File: src/rtl/drum_hit_recorder_if.sv
// drum_hit_recorder_if: tick, arm/abort, button inputs and status/pattern outputs of the hit recorder
interface drum_hit_recorder_if;
  logic step_tick, arm, abort;
  logic [3:0] hit;
  logic busy, counting_in, done;
  logic [2:0] step_idx;
  logic [7:0] ins1_pat, ins2_pat, ins3_pat, ins4_pat;
  modport master(
    output step_tick, arm, abort, hit,
    input busy, counting_in, done, step_idx, ins1_pat, ins2_pat, ins3_pat, ins4_pat
  );
  modport slave(
    input step_tick, arm, abort, hit,
    output busy, counting_in, done, step_idx, ins1_pat, ins2_pat, ins3_pat, ins4_pat
  );
endinterface

File: src/rtl/drum_hit_recorder.sv
// drum_hit_recorder: records button hits quantized to the nearest step over one bar
module drum_hit_recorder #(
  parameter int STEPS = 8,
  parameter int CW = 27
) (
  input logic clk,
  input logic reset,
  drum_hit_recorder_if.slave bus
);
  localparam int SW = $clog2(STEPS);
  typedef enum logic [1:0] {IDLE, COUNT_IN, RECORD, DONE} state_t;
  state_t state;
  logic [3:0] hit_prev, hit_rise;
  logic [CW-1:0] cyc, period;
  logic pvalid, seen, late, wr;
  logic [SW-1:0] ci_cnt, idx;
  logic [3:0][STEPS-1:0] sh, sh_n;
  assign hit_rise = bus.hit & ~hit_prev;
  assign late = !bus.step_tick && pvalid && cyc >= (period >> 1);
  assign wr = state == RECORD || (state == COUNT_IN && ci_cnt == SW'(STEPS - 1) && late);
  // late hits and hits on the tick itself land on the following step, wrapping at the bar end
  assign idx = state == COUNT_IN ? '0 : (late || bus.step_tick) ? SW'(bus.step_idx + 1'b1) : bus.step_idx;
  always_comb begin
    sh_n = sh;
    for (int k = 0; k < 4; k++)
      if (wr && hit_rise[k]) sh_n[k][idx] = 1'b1;
  end
  always_ff @(posedge clk) begin
    hit_prev <= bus.hit;
    if (!reset) begin
      state <= IDLE;
      cyc <= '0;
      period <= '0;
      pvalid <= 1'b0;
      seen <= 1'b0;
      ci_cnt <= '0;
      sh <= '0;
      bus.busy <= 1'b0;
      bus.counting_in <= 1'b0;
      bus.step_idx <= '0;
      bus.done <= 1'b0;
      bus.ins1_pat <= '0;
      bus.ins2_pat <= '0;
      bus.ins3_pat <= '0;
      bus.ins4_pat <= '0;
    end else begin
      bus.done <= 1'b0;
      cyc <= bus.step_tick ? '0 : cyc + CW'(cyc != '1);
      sh <= sh_n;
      if (bus.step_tick) begin
        seen <= 1'b1;
        if (seen) begin
          period <= cyc + CW'(cyc != '1);
          pvalid <= 1'b1;
        end
      end
      case (state)
        IDLE: begin
          cyc <= '0;
          seen <= 1'b0;
          pvalid <= 1'b0;
          ci_cnt <= '0;
          sh <= '0;
          if (bus.arm && !bus.abort) begin
            state <= COUNT_IN;
            bus.busy <= 1'b1;
            bus.counting_in <= 1'b1;
          end
        end
        COUNT_IN: begin
          if (bus.abort) begin
            state <= IDLE;
            bus.busy <= 1'b0;
            bus.counting_in <= 1'b0;
          end else if (bus.step_tick) begin
            ci_cnt <= ci_cnt + 1'b1;
            if (ci_cnt == SW'(STEPS - 1)) begin
              state <= RECORD;
              bus.counting_in <= 1'b0;
              bus.step_idx <= '0;
            end
          end
        end
        RECORD: begin
          if (bus.abort) begin
            state <= IDLE;
            bus.busy <= 1'b0;
            bus.step_idx <= '0;
          end else if (bus.step_tick) begin
            if (bus.step_idx == SW'(STEPS - 1)) begin
              // publish includes any hit on the final tick itself
              state <= DONE;
              bus.step_idx <= '0;
              bus.done <= 1'b1;
              bus.ins1_pat <= sh_n[0];
              bus.ins2_pat <= sh_n[1];
              bus.ins3_pat <= sh_n[2];
              bus.ins4_pat <= sh_n[3];
            end else bus.step_idx <= bus.step_idx + 1'b1;
          end
        end
        default: begin
          state <= IDLE;
          bus.busy <= 1'b0;
        end
      endcase
    end
  end
endmodule
File: src/flat_wrapper.sv
// flat-port wrapper written by rule: the top's interface ports become plain ports
module drum_hit_recorder_flat 
#(
  parameter int STEPS = 8,
  parameter int CW = 27
)
  (clk, reset, bus_step_tick, bus_arm, bus_abort, bus_hit, bus_busy, bus_counting_in, bus_done, bus_step_idx, bus_ins1_pat, bus_ins2_pat, bus_ins3_pat, bus_ins4_pat);
  drum_hit_recorder_if bus_i ();
  input logic clk;
  input logic reset;
  input wire logic [$bits(bus_i.step_tick)-1:0] bus_step_tick;
  input wire logic [$bits(bus_i.arm)-1:0] bus_arm;
  input wire logic [$bits(bus_i.abort)-1:0] bus_abort;
  input wire logic [$bits(bus_i.hit)-1:0] bus_hit;
  output wire logic [$bits(bus_i.busy)-1:0] bus_busy;
  output wire logic [$bits(bus_i.counting_in)-1:0] bus_counting_in;
  output wire logic [$bits(bus_i.done)-1:0] bus_done;
  output wire logic [$bits(bus_i.step_idx)-1:0] bus_step_idx;
  output wire logic [$bits(bus_i.ins1_pat)-1:0] bus_ins1_pat;
  output wire logic [$bits(bus_i.ins2_pat)-1:0] bus_ins2_pat;
  output wire logic [$bits(bus_i.ins3_pat)-1:0] bus_ins3_pat;
  output wire logic [$bits(bus_i.ins4_pat)-1:0] bus_ins4_pat;
  assign bus_i.step_tick = bus_step_tick;
  assign bus_i.arm = bus_arm;
  assign bus_i.abort = bus_abort;
  assign bus_i.hit = bus_hit;
  assign bus_busy = bus_i.busy;
  assign bus_counting_in = bus_i.counting_in;
  assign bus_done = bus_i.done;
  assign bus_step_idx = bus_i.step_idx;
  assign bus_ins1_pat = bus_i.ins1_pat;
  assign bus_ins2_pat = bus_i.ins2_pat;
  assign bus_ins3_pat = bus_i.ins3_pat;
  assign bus_ins4_pat = bus_i.ins4_pat;
  drum_hit_recorder #(.STEPS(STEPS), .CW(CW)) u_core (.clk(clk), .reset(reset), .bus(bus_i));
endmodule
File: config.mk
export PLATFORM = sky130hd
export DESIGN_NAME = drum_hit_recorder_flat
export DESIGN_NICKNAME = d
export VERILOG_FILES = /design/src/rtl/drum_hit_recorder_if.sv /design/src/rtl/drum_hit_recorder.sv /design/src/flat_wrapper.sv
export SDC_FILE = /design/constraint.sdc
export NUM_CORES = 1
export LEC_CHECK = 0
export BUFFER_PORTS_ARGS = -buffer_cell sky130_fd_sc_hd__buf_2
export CAP_MARGIN = 20
export CORE_MARGIN = 8
export CORE_UTILIZATION = 50
export DETAILED_ROUTE_END_ITERATION = 8
export HOLD_SLACK_MARGIN = 0.03
export PLACE_DENSITY = 0.78
export SLEW_MARGIN = 20
export SYNTH_ARGS = -nofsm -noshare
export SYNTH_HDL_FRONTEND = slang
export SYNTH_SLANG_ARGS = --single-unit
File: constraint.sdc
create_clock -name clk -period 2.8 [get_ports clk]
set_clock_uncertainty 0.05 [all_clocks]
set_input_delay 0.56 -clock clk [delete_from_list [all_inputs] [get_ports clk]]
set_output_delay 0.56 -clock clk [all_outputs]
set_load 0.03 [all_outputs]
# == Yosys cells after proc, flatten, opt, wreduce, memory -nomap -nowiden ==
# Index checks and enable logic that the tools add are counted.
# W data, S select, Z words.
# totals
register_bits,135
output_inout_bits,38
# classes
addsub,3
order_cmp,3
n_eq_ne,14
muxes,34
bitwise,10
reduce_logical,28
# ops
operator,n
$mux W8,4
$or A8 B8 Y8,4
$mux W3,10
$add A27 B1 Y27,1
$ge A27 B26 Y1,1
$ne A27 B27 Y1 const B,1
$mux W2,7
$ne A3 B3 Y1 const B,4
$pmux W3 S2,2
$logic_and A1 B1 Y1,10
$reduce_and A5 Y1,2
$reduce_and A4 Y1,2
$mux W1,7
$add A3 B1 Y3 const B,2
$eq A3 B3 Y1 const B,2
$ne A2 B2 Y1 const B,3
$pmux W2 S3,1
$and A4 B4 Y4,1
$lt A3 B4 Y1 const B,1
$ne A2 B1 Y1 const B,2
$not A1 Y1,4
$not A4 Y4,1
$pmux W1 S2,2
$reduce_and A2 Y1,2
12 further kinds,16

# == Longest topological paths before layout ==
# depth
word_depth,12
depth_mapped,12
mapped_depth_nobuf,12

# == Worst setup path before layout ==
# Ideal clock, no wire load.
# synth_path
path_type,flip-flop to flip-flop
from,register u_core.period[22]
to,register u_core.sh[2] (netlist bit)
setup_ns,0.117
arrival_ns,2.484
slack_ns,0.149
path_stages_with_launch,11
n_path_buf,1
path_cell_list,dfxtp_1 inv_1 ha_1 and3_4 a221oi_2 o21ai_1 a211o_1 or3_1 buf_6 mux2_4 a32o_1
# synth_between
elab_chain_cells,11
word_cells_on_any_way,15
# synth_rtl
item,line_no,source
"start, declared",drum_hit_recorder.sv:14,"logic [CW-1:0] cyc, period;"
"start signal, assigned",drum_hit_recorder.sv:53,period <= cyc + CW'(cyc != '1);
$ge A27 B26 Y1 (*),drum_hit_recorder.sv:19,assign late = !bus.step_tick && pvalid && cyc >= (period >> 1);
$logic_and A1 B1 Y1 (*),drum_hit_recorder.sv:19,
$logic_or A1 B1 Y1,drum_hit_recorder.sv:22,assign idx = state == COUNT_IN ? '0 : (late || bus.step_tick) ? SW'(bus.step_idx + 1'b1) : bus.step_idx;
$mux W3 (2 in a row),drum_hit_recorder.sv:22,
$lt A3 B4 Y1 (implied by the code) / $ge A3 B1 Y1 (equally long branches),drum_hit_recorder.sv:26,if (wr && hit_rise[k]) sh_n[k][idx] = 1'b1;
$logic_and A1 B1 Y1 (implied by the code),drum_hit_recorder.sv:26,
$mux W1 (implied by the code),drum_hit_recorder.sv:26,
$demux W1 S3,-,
$or A8 B8 Y8 (no line),-,
$mux W8 (*),drum_hit_recorder.sv:26,
"end signal, assigned",drum_hit_recorder.sv:49,sh <= sh_n;
"end, declared",drum_hit_recorder.sv:17,"logic [3:0][STEPS-1:0] sh, sh_n;"
# Every way passes the cells marked *; elsewhere a longest branch is shown, timed or not.
# A chain may end at the register's enable or synchronous reset.

# == Worst setup path in the final report ==
# layout_path
from,register u_core.cyc[16]
to,register u_core.sh[16] (netlist bit)
# layout_between
elab_chain_cells,11
word_cells_on_any_way,15
# layout_rtl
item,line_no,source
"start, declared",drum_hit_recorder.sv:14,
"start signal, assigned",drum_hit_recorder.sv:48,cyc <= bus.step_tick ? '0 : cyc + CW'(cyc != '1);
$ge A27 B26 Y1 (*),drum_hit_recorder.sv:19,
$logic_and A1 B1 Y1 (*),drum_hit_recorder.sv:19,
$logic_or A1 B1 Y1,drum_hit_recorder.sv:22,
$mux W3 (2 in a row),drum_hit_recorder.sv:22,
$lt A3 B4 Y1 (implied by the code) / $ge A3 B1 Y1 (equally long branches),drum_hit_recorder.sv:26,
$logic_and A1 B1 Y1 (implied by the code),drum_hit_recorder.sv:26,
$mux W1 (implied by the code),drum_hit_recorder.sv:26,
$demux W1 S3,-,
$or A8 B8 Y8 (no line),-,
$mux W8 (*),drum_hit_recorder.sv:26,
# Marked as above.

==> results.env <==
STATUS='finished with violations'
VIOLATIONS_IN_THE_FINAL_REPORTS='negative setup slack'
FINALCRITPERIODSHARE_PCT=103
SYNTH_SEQUENTIAL_AREA_RATIO_PCT=44.6
SYNTH-ADDER-AREA-SHARE_PCT=7.50
CTS_ROOT_BUFFER='sky130_fd_sc_hd__clkbuf_16'
MAXCAPVIOLCOUNT=0
SYNTH_COMPOUND_GATE_AREA_SHARE_PCT=16.5
ROUTE.DETAILED.DRC=0
PLACE_INST=822
DIE_HEIGHT_UM=126
HOLD_WS_PS=193
CTS.REPORTEDPATHS.CLKPINSLEW_PS=60
COMBINATIONAL_FAMILY_WITH_THE_MOST_AREA_AFTER_SYNTHESIS='compound AO/OA/AOI/OAI gates'
POST_CTS_HOLD_BUFFER_COUNT=0
FIRST_PASS_GRT_WIRE_LENGTH_UM=24700
SYNTH_SIMPLE_GATE_AREA_SHARE_PCT=15.0
DRV_SLEW=0
REGTOREGSTARTPOINT='u_core.cyc[16]'
FIN_CRIT_PS=2870
SYNTH_TOP_CELLS_BY_AREA='sky130_fd_sc_hd__dfxtp_1, sky130_fd_sc_hd__ha_1, sky130_fd_sc_hd__mux2i_1, sky130_fd_sc_hd__a32o_1, sky130_fd_sc_hd__nor2_1'
CP-START-KIND='flip-flop'
VIASPERCELL=5.98
CORE_UM2=11900
TNS_PS=-184
POST_LAYOUT_NONFILLER_INSTANCES=865
P_PER_AREA_nW_PER_UM2=627
DRTANTENNAVIOLNETS=0
REG2REG_SLACK_PS=-70
LEAKAGE_nW=3.11
SYNTH.MUX.AREA_FRACTION_PCT=8.39
SYN2LAYOUT_AREA_GROWTH_PCT=26.5
ANTENNA_FOUND_INITIAL=0
DP_SLACK_PS=-59.3
FLOORPLAN.DIE_AREA_UM2=15800
CTSLONGESTPATHBUFFERS=2
VIA_COUNT=5177
SETUP_VIOL=4
VIA_COUNT_OF_THE_FIRST_GLOBAL_ROUTING_PASS=5180
VDD_DROP_MAX_V=0.000427
NUM_IO_PINS=47
CTSHTREEMAXLEVEL=4
ASYNCSETRESETFLOPFRACSYNTH_PCT=0
SYNTHDOMINANTCELLAREASHARE_PCT=44.6
WORST_SLEW_PIN_SLEW_PS=799
POST_SYNTH_INST_COUNT=631
SETUP_SLACK_PS=-70.3
FP.DIEW_UM=126
YOSYSWARNINGS=0
CTS.SINK_COUNT=134
GRT.OVERFLOW.TOTAL=0
GRTUSAGETOTAL_PCT=19.4
FINALNETCOUNT=750
CP.REQUIRED_PS=3050
FINALWIRELENGTH_UM=16100
DETAILEDPLACEMENTHPWL_UM=10300
REG2REG_DEPTH=9
TIMING.SETUP.CRITICAL_PATH_CLASS='flip-flop to flip-flop'
SYNTH-EDFF-COUNT=0
FINAL_LAYOUT_SIZE_SUFFIX_GT1_SHARE_PCT=27.4
HP-START='bus_hit[1]'
GP_ROUTABILITY_CONGESTION=0.836
CP-END-KIND='flip-flop'
PORT-BUFFER-COUNT=46
SYNTH.LIB_CELLS_USED.DISTINCT=48
RSZ0062_AT_GRT='true'
SYN_AVG_CELL_AREA_UM2=9.52
WORST-PATH-MAX-FANOUT=5
DETAIL_ROUTE.WL_PER_CELL_UM=18.7
GRT_MAX_DEGREE=68
TIMING.HOLD.WORST_ENDPOINT='u_core.hit_prev[1]'
YOSYS.AREA.TOP_TYPE='sky130_fd_sc_hd__dfxtp_1'
HOLD_PATH.CLASS='input port to flip-flop'
SYNTH-XOR-AREA-SHARE_PCT=3.64
DRT_PASS1_ITERATIONS=5
SYN_NETS=676
YS_FF_LATCH=134
TOTALPOWERFINAL_W=0.00476
CTS_BUFFERS=17
NUM_ANTENNA_CELLS=0
CRITICAL_PATH.REG2REG.ENDPOINT='u_core.sh[16]'
YOSYS_MOST_USED_DFF='sky130_fd_sc_hd__dfxtp_1'
SYNTHESIS.AREA_UM2=6010
HOLD_DEPTH=1
ACHIEVABLE_FREQUENCY_MHz=348
INITIAL_UTILIZATION_PCT=50.7
DRT_FIRST_ITER_VIOLATIONS=376
CTS_TREE='built'
HOLD_VIOL=0
CRITICAL_PATH_ARRIVAL_PS=3120
CLKLATENCYLATEPIN_PS=420
ROW_COUNT=40
TIMING.MAX_SLEW.REL_SLACK_PCT=46.6
==> cell usage after synthesis (all sizes together), types with 3 or more instances <==
| cell | number |
|---|---|
| dfxtp | 134 |
| and2 | 3 |
| ha | 36 |
| nand3 | 14 |
| nor4 | 4 |
| a21o | 4 |
| or2 | 3 |
| a211oi | 30 |
| mux2 | 7 |
| clkbuf | 27 |
| nor2 | 82 |
| xnor2 | 9 |
| nand4 | 13 |
| nand2b | 8 |
| a32o | 32 |
| inv | 33 |
| xor2 | 16 |
| and3 | 3 |
| o22ai | 32 |
| nor3 | 15 |
| nor2b | 6 |
| nand2 | 28 |
| buf | 6 |
| or3 | 3 |
| a21oi | 16 |
| a211o | 3 |
| mux2i | 41 |
| o21ai | 5 |
==> worst max-delay path, stage by stage (launching register included) <==
cell,delay (ps)
sky130_fd_sc_hd__dfxtp_4,360
sky130_fd_sc_hd__ha_4,240
sky130_fd_sc_hd__a211o_1,330
sky130_fd_sc_hd__a21oi_2,160
sky130_fd_sc_hd__a211oi_2,90
sky130_fd_sc_hd__a211o_1,350
sky130_fd_sc_hd__or3_4,390
sky130_fd_sc_hd__buf_12,150
sky130_fd_sc_hd__a211o_1,350
sky130_fd_sc_hd__a32o_1,290
==> registers in the layout, summed over array words and instances, names as in the netlist, 4 cells and up <==
register             flops
u_core.bus.ins1_pat      8
u_core.bus.ins2_pat      8
u_core.bus.ins3_pat      8
u_core.bus.ins4_pat      8
u_core.cyc              27
u_core.hit_prev          4
u_core.period           26
u_core.sh               32
==> report_power, final <==
part / switching (W) / internal (W)
Sequential: 0.0000243 / 0.00195
Combinational: 0.000288 / 0.000168
Clock: 0.000870 / 0.00146
Total: 0.00118 / 0.00358
==> metal layers <==
layer / GRT usage [%] / up-vias / wire length (um)
met2: 33.6 / 170 / 8470
met5: 0 / - / 0
li1: - / 2441 / -
met1: 20.9 / 2517 / 6340
met4: 8.52 / 0 / 482
met3: 6.84 / 49 / 862
==> final cells by class <==
class / instances / area (um2)
Clock buffer: 20 / 457
Clock inverter: 12 / 168
Fill cell: 880 / 4260
Inverter: 34 / 128
Multi-Input combinational cell: 430 / 3360
Sequential cell: 134 / 2710
Tap cell: 147 / 184
Timing Repair Buffer: 88 / 596
==> metrics by stage <==
stage	util [%]	area, um2
finish	64.1	7600
global route	64.1	7600
CTS	60.9	7230
detailed placement	55.3	6560
global placement	55.3	6560
floorplan	-	6010
==> logic make-up (layout without fill, tap and decap cells) <==
kind of cell,Yosys count,count (layout)
muxes,48,48
adders and majority gates,36,36
xor gates and xnor gates,25,25
buffers and inverters,67,154
DFF,134,134
and+or+nand+nor,190,190
AOI/OAI and AO/OA,131,131
==> layout by cell type, fill, tap and decap left out, types with 4 or more instances in the layout <==
master,count
sky130_fd_sc_hd__dfxtp_2,18
sky130_fd_sc_hd__buf_2,46
sky130_fd_sc_hd__clkbuf_16,18
sky130_fd_sc_hd__nand2b_1,8
sky130_fd_sc_hd__clkinv_4,4
sky130_fd_sc_hd__xor2_1,13
sky130_fd_sc_hd__a21oi_1,13
sky130_fd_sc_hd__nand4_1,13
sky130_fd_sc_hd__nor3_1,11
sky130_fd_sc_hd__a211oi_1,27
sky130_fd_sc_hd__buf_4,37
sky130_fd_sc_hd__mux2i_1,40
sky130_fd_sc_hd__ha_1,23
sky130_fd_sc_hd__inv_6,4
sky130_fd_sc_hd__nor2b_1,6
sky130_fd_sc_hd__a21o_1,4
sky130_fd_sc_hd__o22ai_1,32
sky130_fd_sc_hd__dfxtp_1,115
sky130_fd_sc_hd__inv_1,25
sky130_fd_sc_hd__nor2_1,80
sky130_fd_sc_hd__xnor2_1,9
sky130_fd_sc_hd__o21ai_0,4
sky130_fd_sc_hd__inv_2,9
sky130_fd_sc_hd__nand3_1,13
sky130_fd_sc_hd__nand2_1,28
sky130_fd_sc_hd__ha_4,12
sky130_fd_sc_hd__mux2_4,6
sky130_fd_sc_hd__a32o_1,32
==> worst max path at each step <==
stage                           start            end  slack (ps)  cells past startpoint
floorplan           u_core.period[22]   u_core.sh[2]         150                     10
global placement    u_core.period[22]   u_core.sh[5]          20                      9
detailed placement  u_core.period[23]  u_core.sh[15]         -60                      9
CTS                 u_core.period[22]   u_core.sh[4]           2                     10
global route            u_core.cyc[9]  u_core.sh[16]        -130                      9
finish                 u_core.cyc[16]  u_core.sh[16]         -70                      9
==> timing repair <==
item	4_1_cts	5_1_grt
gates cloned	0	1
pin swaps	2	27
setup buffers	1	9
endpoints found under the setup margin	44	70
endpoints found under the hold margin	0	0
gates resized for setup	6	61
Note: power is estimated with default switching activity, not from simulation.
